## config.mk

```make
export PLATFORM = sky130hd
export DESIGN_NAME = video_decimator
export DESIGN_NICKNAME = d
export VERILOG_FILES = /design/src/rtl/video_decimator_pkg.sv /design/src/rtl/video_decimator_axis_reg_slice.sv /design/src/rtl/video_decimator.sv
export SDC_FILE = /design/constraint.sdc
export NUM_CORES = 1
export LEC_CHECK = 0
export ABC_CLOCK_PERIOD_IN_PS = 3200
export BUFFER_PORTS_ARGS = -buffer_cell sky130_fd_sc_hd__buf_2
export CAP_MARGIN = 40
export CELL_PAD_IN_SITES_DETAIL_PLACEMENT = 1
export CELL_PAD_IN_SITES_GLOBAL_PLACEMENT = 1
export CORE_ASPECT_RATIO = 1.2
export CORE_MARGIN = 3
export CORE_UTILIZATION = 41
export DETAILED_ROUTE_END_ITERATION = 8
export PLACE_DENSITY_LB_ADDON = 0.1
export SETUP_SLACK_MARGIN = 0.3
export SYNTH_ARGS = -nofsm -noshare
export SYNTH_HDL_FRONTEND = slang
export SYNTH_HIERARCHICAL = 1
export SYNTH_SLANG_ARGS = --single-unit
```

## constraint.sdc

```tcl
create_clock -name clk_i -period 3.2 [get_ports clk_i]
set_clock_uncertainty 0.2 [all_clocks]
set_input_delay 0.96 -clock clk_i [delete_from_list [all_inputs] [get_ports clk_i]]
set_output_delay 0.96 -clock clk_i [all_outputs]
set_load 0.1 [all_outputs]
```

## src/rtl/video_decimator_pkg.sv

```systemverilog
// Shared video constants and stream beat types.
// Used by the decimator and the video generator.
package video_decimator_pkg;

  localparam int unsigned AXIS_DATA_W = 32;
  localparam int unsigned VIDEO_W     = 640;
  localparam int unsigned VIDEO_H     = 480;

  typedef logic [AXIS_DATA_W-1:0] pixel_t;

  typedef struct packed {
    logic   tlast;
    logic   tuser;
    pixel_t tdata;
  } axis_beat_t;

  // A pixel survives 2:1 decimation only on even column and even row.
  function automatic logic keep_pixel(
    input logic x_lsb,
    input logic y_lsb
  );
    return !x_lsb && !y_lsb;
  endfunction

endpackage

```

## src/rtl/video_decimator_axis_reg_slice.sv

```systemverilog
// One-deep AXI-Stream register for pixel plus tlast/tuser.
// Full throughput: reloads in the same cycle it drains.
module axis_reg_slice
  import video_decimator_pkg::*;
(
  input  logic       clk,
  input  logic       rst,
  input  logic       in_valid,
  output logic       in_ready,
  input  axis_beat_t in_beat,
  output logic       out_valid,
  input  logic       out_ready,
  output axis_beat_t out_beat
);

  assign in_ready = !out_valid || out_ready;

  // Load on a write, drop valid after a transfer with no reload.
  always_ff @(posedge clk or posedge rst) begin
    if (rst) begin
      out_valid <= 1'b0;
      out_beat  <= '0;
    end else if (in_valid && in_ready) begin
      out_valid <= 1'b1;
      out_beat  <= in_beat;
    end else if (out_ready) begin
      out_valid <= 1'b0;
    end
  end

endmodule

```

## src/rtl/video_decimator.sv

```systemverilog
// 2:1 horizontal and vertical video decimator.
// Tracks position from the input stream, keeps even x/y.
module video_decimator
  import video_decimator_pkg::*;
#(
  parameter int image_width = VIDEO_W,
  parameter int image_heigh = VIDEO_H
) (
  input  logic                   clk_i,
  input  logic                   rst_i,
  input  logic                   s_axis_tvalid,
  output logic                   s_axis_tready,
  input  logic [AXIS_DATA_W-1:0] s_axis_tdata,
  input  logic                   s_axis_tlast,
  input  logic                   s_axis_tuser,
  output logic                   m_axis_tvalid,
  input  logic                   m_axis_tready,
  output logic [AXIS_DATA_W-1:0] m_axis_tdata,
  output logic                   m_axis_tlast,
  output logic                   m_axis_tuser,
  output logic                   err_o
);

  localparam int XW = $clog2(image_width);
  localparam int YW = $clog2(image_heigh);

  localparam logic [XW-1:0] X_LAST  = XW'(image_width - 1);
  localparam logic [XW-1:0] X_OLAST = XW'(image_width - 2);
  localparam logic [YW-1:0] Y_LAST  = YW'(image_heigh - 1);

  logic [XW-1:0] x_q;
  logic [XW-1:0] x_cur;
  logic [XW-1:0] x_next;
  logic [YW-1:0] y_q;
  logic [YW-1:0] y_cur;
  logic [YW-1:0] y_next;

  logic       accept;
  logic       at_end;
  logic       line_end;
  logic       keep;
  logic       len_err;
  logic       err_q;
  logic       slice_ready;
  axis_beat_t in_beat;
  axis_beat_t out_beat;

  assign accept = s_axis_tvalid && slice_ready;

  // Start-of-frame overrides the counters for the beat that carries it.
  always_comb begin
    x_cur = x_q;
    y_cur = y_q;
    if (s_axis_tuser) begin
      x_cur = '0;
      y_cur = '0;
    end
  end

  assign at_end   = x_cur == X_LAST;
  assign line_end = s_axis_tlast || at_end;
  assign keep     = accept && keep_pixel(x_cur[0], y_cur[0]);
  assign len_err  = accept && (s_axis_tlast != at_end);

  // Advance position; a line ends on tlast or on the last column.
  always_comb begin
    x_next = x_q;
    y_next = y_q;
    if (accept) begin
      if (line_end) begin
        x_next = '0;
        y_next = (y_cur == Y_LAST) ? '0 : y_cur + YW'(1);
      end else begin
        x_next = x_cur + XW'(1);
        y_next = y_cur;
      end
    end
  end

  // Position counters and the one-cycle line-length error pulse.
  always_ff @(posedge clk_i or posedge rst_i) begin
    if (rst_i) begin
      x_q   <= '0;
      y_q   <= '0;
      err_q <= 1'b0;
    end else begin
      x_q   <= x_next;
      y_q   <= y_next;
      err_q <= len_err;
    end
  end

  // Output markers refer to the decimated frame geometry.
  always_comb begin
    in_beat       = '0;
    in_beat.tdata = s_axis_tdata;
    in_beat.tuser = (x_cur == '0) && (y_cur == '0);
    in_beat.tlast = x_cur == X_OLAST;
  end

  axis_reg_slice u_slice (
    .clk       (clk_i),
    .rst       (rst_i),
    .in_valid  (keep),
    .in_ready  (slice_ready),
    .in_beat   (in_beat),
    .out_valid (m_axis_tvalid),
    .out_ready (m_axis_tready),
    .out_beat  (out_beat)
  );

  assign s_axis_tready = slice_ready;
  assign m_axis_tdata  = out_beat.tdata;
  assign m_axis_tlast  = out_beat.tlast;
  assign m_axis_tuser  = out_beat.tuser;
  assign err_o         = err_q;

endmodule

```

==> run_results.csv <==
group,metric,value,unit
yosys,netlist_instances,226,
grt,grt_pass1_vias,2198,
setup_path,path_class,"input pin to flip-flop",
min_path,hold_path_class,"flip-flop to flip-flop",
sta,slew_violations,0,
setup_path,crit_path_frequent_cell,"ha_4",
sta,fmax,349,MHz
run_status,status,"completed",
route,final_antenna_net_count,0,
floorplanning,ioPinCount,75,
yosys,async_flop_share,100,%
floorplanning,dieArea,7830,sq um
clock_tree,cts_buffers,5,
yosys,syn_nets,269,
setup_path,required,3.23,ns
placement,dp_cells,389,
placement,gp_congestion,0.783,
cells_and_area,drive_above_1_share,49.5,%
sta,setup_ws,0.336,ns
clock_tree,cts_root_buffer,"clkbuf_8",
cells_and_area,layout_common_cells,"73 x buf_2, 55 x dfrtp_1, 31 x mux2_4",
clock_tree,tritoncts,"built",
route,via_count,2127,
route,drc,0,
setup_path,end_kind,"flip-flop",
clock_tree,clkSinkCount,55,
cells_and_area,multi_input_area,1370,sq um
setup_path,cp_max_fo,4,
cells_and_area,finalCoreUtilization,55.0,%
route,wire_per_inst,17.3,um
clock_tree,htree_levels,2,
grt,grt_overflow,0,
setup_path,path_cells,"buf_8 > nor2b_4 > ha_4 > and3_4 > nand3_4 > or2_4 > ha_4 > and4bb_1 > nand4_1 > or3_1 > o21ai_1",
placement,io_buffers,74,
cells_and_area,nets,362,
yosys,yosys_warnings,6,
floorplanning,initial_core_util,42.7,%
placement,hpwlAfterDp,5.19,mm
cells_and_area,synthToLayoutAreaGrowth,28.7,%
sta,setup_viol,0,
route,drt_pass1_iterations,4,
clock_tree,path_clk_slew,0.10,ns
flow_run,drv_cap,0,
route,drt-initial-drc-count,61,
cells_and_area,ff_latch_area,1380,sq um
route,vias_per_cell,5.26,
grt,use_met2,32.3,%
grt,grt_max_degree,36,
cells_and_area,layout.cells.most_common,"buf_2",
cells_and_area,antenna_cells,0,
yosys,avgSynthCellArea,12.3,sq um
clock_tree,cts_buffer_depth,2,
grt,grt_pass1_wl,11.0,mm
grt,grt_use_met3,3.18,%
power_and_ir_drop,fin_total_pwr,3.72,mW
yosys,synth-main-ff-cell,"dfrtp_1",
yosys,ys_seq_area_share,49.4,%
route,drt-total-wl,6.99,mm
setup_path,max_stage_delay,0.34,ns
floorplanning,fp.dieH,96.3,um
floorplanning,rows,32,
sta,rsz0062_at_grt,"true",
yosys,synth-edff-count,0,
sta,tns,0,ns
grt,grt_usage,18.4,%
grt,met1_usage,23.1,%
yosys,synth_area,2790,sq um
power_and_ir_drop,powerDensity,1040,nW/um^2
power_and_ir_drop,p_leak,1.81,nW
sta,min_period,2.86,ns
placement,place_ws,-0.0957,ns
sta,relSlewSlack,61.0,%
yosys,yosysUniqueCellTypes,47,
power_and_ir_drop,vdd_drop_max,603,uV
setup_path,arrival,2.90,ns
yosys,ys_ff_latch,55,
floorplanning,core,6530,sq um
setup_path,crit_slowest_cell,"or3_1",
setup_path,cp-start-kind,"input pin",
clock_tree,clk-insertion-delay-late,0.30,ns
grt,antenna_found_initial,0,
cells_and_area,fin_cells,404,
sta,finalHoldViolCount,0,
sta,tightest_slew,0.584,ns
cells_and_area,fillers,704,
floorplanning,die_width,81.3,um
grt,busiest_layer,"met2",
sta,min_period_over_period,89.5,%
routing by layer:
| layer | wire length [um] | vias up | share of wire (%) |
|---|---|---|---|
| met3 | 311 | 6 | 4.4 |
| met1 | 3020 | 1069 | 43 |
| met4 | 85 | 0 | 1.2 |
| met2 | 3580 | 53 | 51 |
| met5 | 0 | - | 0 |
| li1 | - | 999 | - |
what timing repair did:
action                                 CTS  global route
setup buffers                            5             3
pin swaps                                5             5
setup endpoints to repair                4            14
resized for setup                        6             5
endpoints found under the hold margin    0             0
hold buffers                             0             0
Yosys cell counts, drive strengths merged, types with 5 or more instances:
| library cell | n | area, sq um |
|---|---|---|
| buf | 8 | 91.3 |
| clkbuf | 6 | 22.5 |
| nand4 | 7 | 50.1 |
| o21ai | 13 | 65.1 |
| nor2b | 7 | 43.8 |
| nand2 | 17 | 71.3 |
| mux2 | 35 | 510 |
| inv | 7 | 26.3 |
| dfrtp | 55 | 1380 |
| nand3 | 6 | 30.0 |
| a22o | 6 | 52.6 |
| ha | 5 | 62.6 |
| nor2 | 8 | 30.0 |
cells by family (layout without fill, tap and decap cells):
family                   count (synthesis)  in the layout  synth area share [%]
buffers and inverters                   21            114                  5.03
adder cells (fa/ha/maj)                  5              5                  2.24
AND/OR/NAND/NOR                         70             70                  14.7
AO/OA/AOI/OAI                           37             37                  9.34
multiplexers                            37             37                  19.0
XOR/XNOR                                 1              1                 0.314
flip-flops                              55             55                  49.4
power by group:
part           switching (mW)  internal, mW  total [mW]
registers               0.121         0.906        1.03
clock network           0.222         0.229       0.451
logic                    1.76         0.481        2.25
critical path, delay by kind of cell:
family | cells | cell delay, ns
AO/OA/AOI/OAI | 1 | 0.09
buffers and inverters | 1 | 0.11
adder cells (fa/ha/maj) | 2 | 0.32
AND/OR/NAND/NOR | 7 | 1.41
stage by stage:
step | instance area (sq um) | hold WS [ns]
after floorplan | 2870 | 0.254
after global placement | 3330 | 0.284
after detailed placement | 3360 | 0.290
after CTS | 3540 | 0.317
after global routing | 3590 | 0.327
final | 3590 | 0.312
registers in the layout, summed over array words and instances (netlist names):
name,cells
u_slice/out_beat,34
x_q,10
y_q,9
err_o,1
u_slice/out_valid,1
final cells by class:
class / count / share of cell area, %
repair buffers: 100 / 16.9
multi-input cells: 150 / 38.0
clock buffers: 5 / 1.92
flip-flops and latches: 55 / 38.4
inverters: 7 / 0.732
well taps: 85 / 2.96
clock inverters: 2 / 1.05
path summary, 6_finish.rpt:
path | startpoint | to | slack (ns) | cells after the start
worst min register to register | u_slice/out_beat[28]$_DFFE_PP0P_ | u_slice/out_beat[28]$_DFFE_PP0P_ | 0.31 | 1
worst max-delay path | s_axis_tuser | y_q[7]$_DFFE_PP0P_ | 0.34 | 11
worst max register to register | x_q[1]$_DFFE_PP0P_ | y_q[7]$_DFFE_PP0P_ | 0.65 | 10
max in group asynchronous | rst_i | u_slice/out_beat[32]$_DFFE_PP0P_ | 1.93 | 3
worst min-delay path | u_slice/out_beat[28]$_DFFE_PP0P_ | u_slice/out_beat[28]$_DFFE_PP0P_ | 0.31 | 1
min in group asynchronous | rst_i | y_q[7]$_DFFE_PP0P_ | 0.34 | 2
No activity file was read; power rests on OpenSTA's default activity.
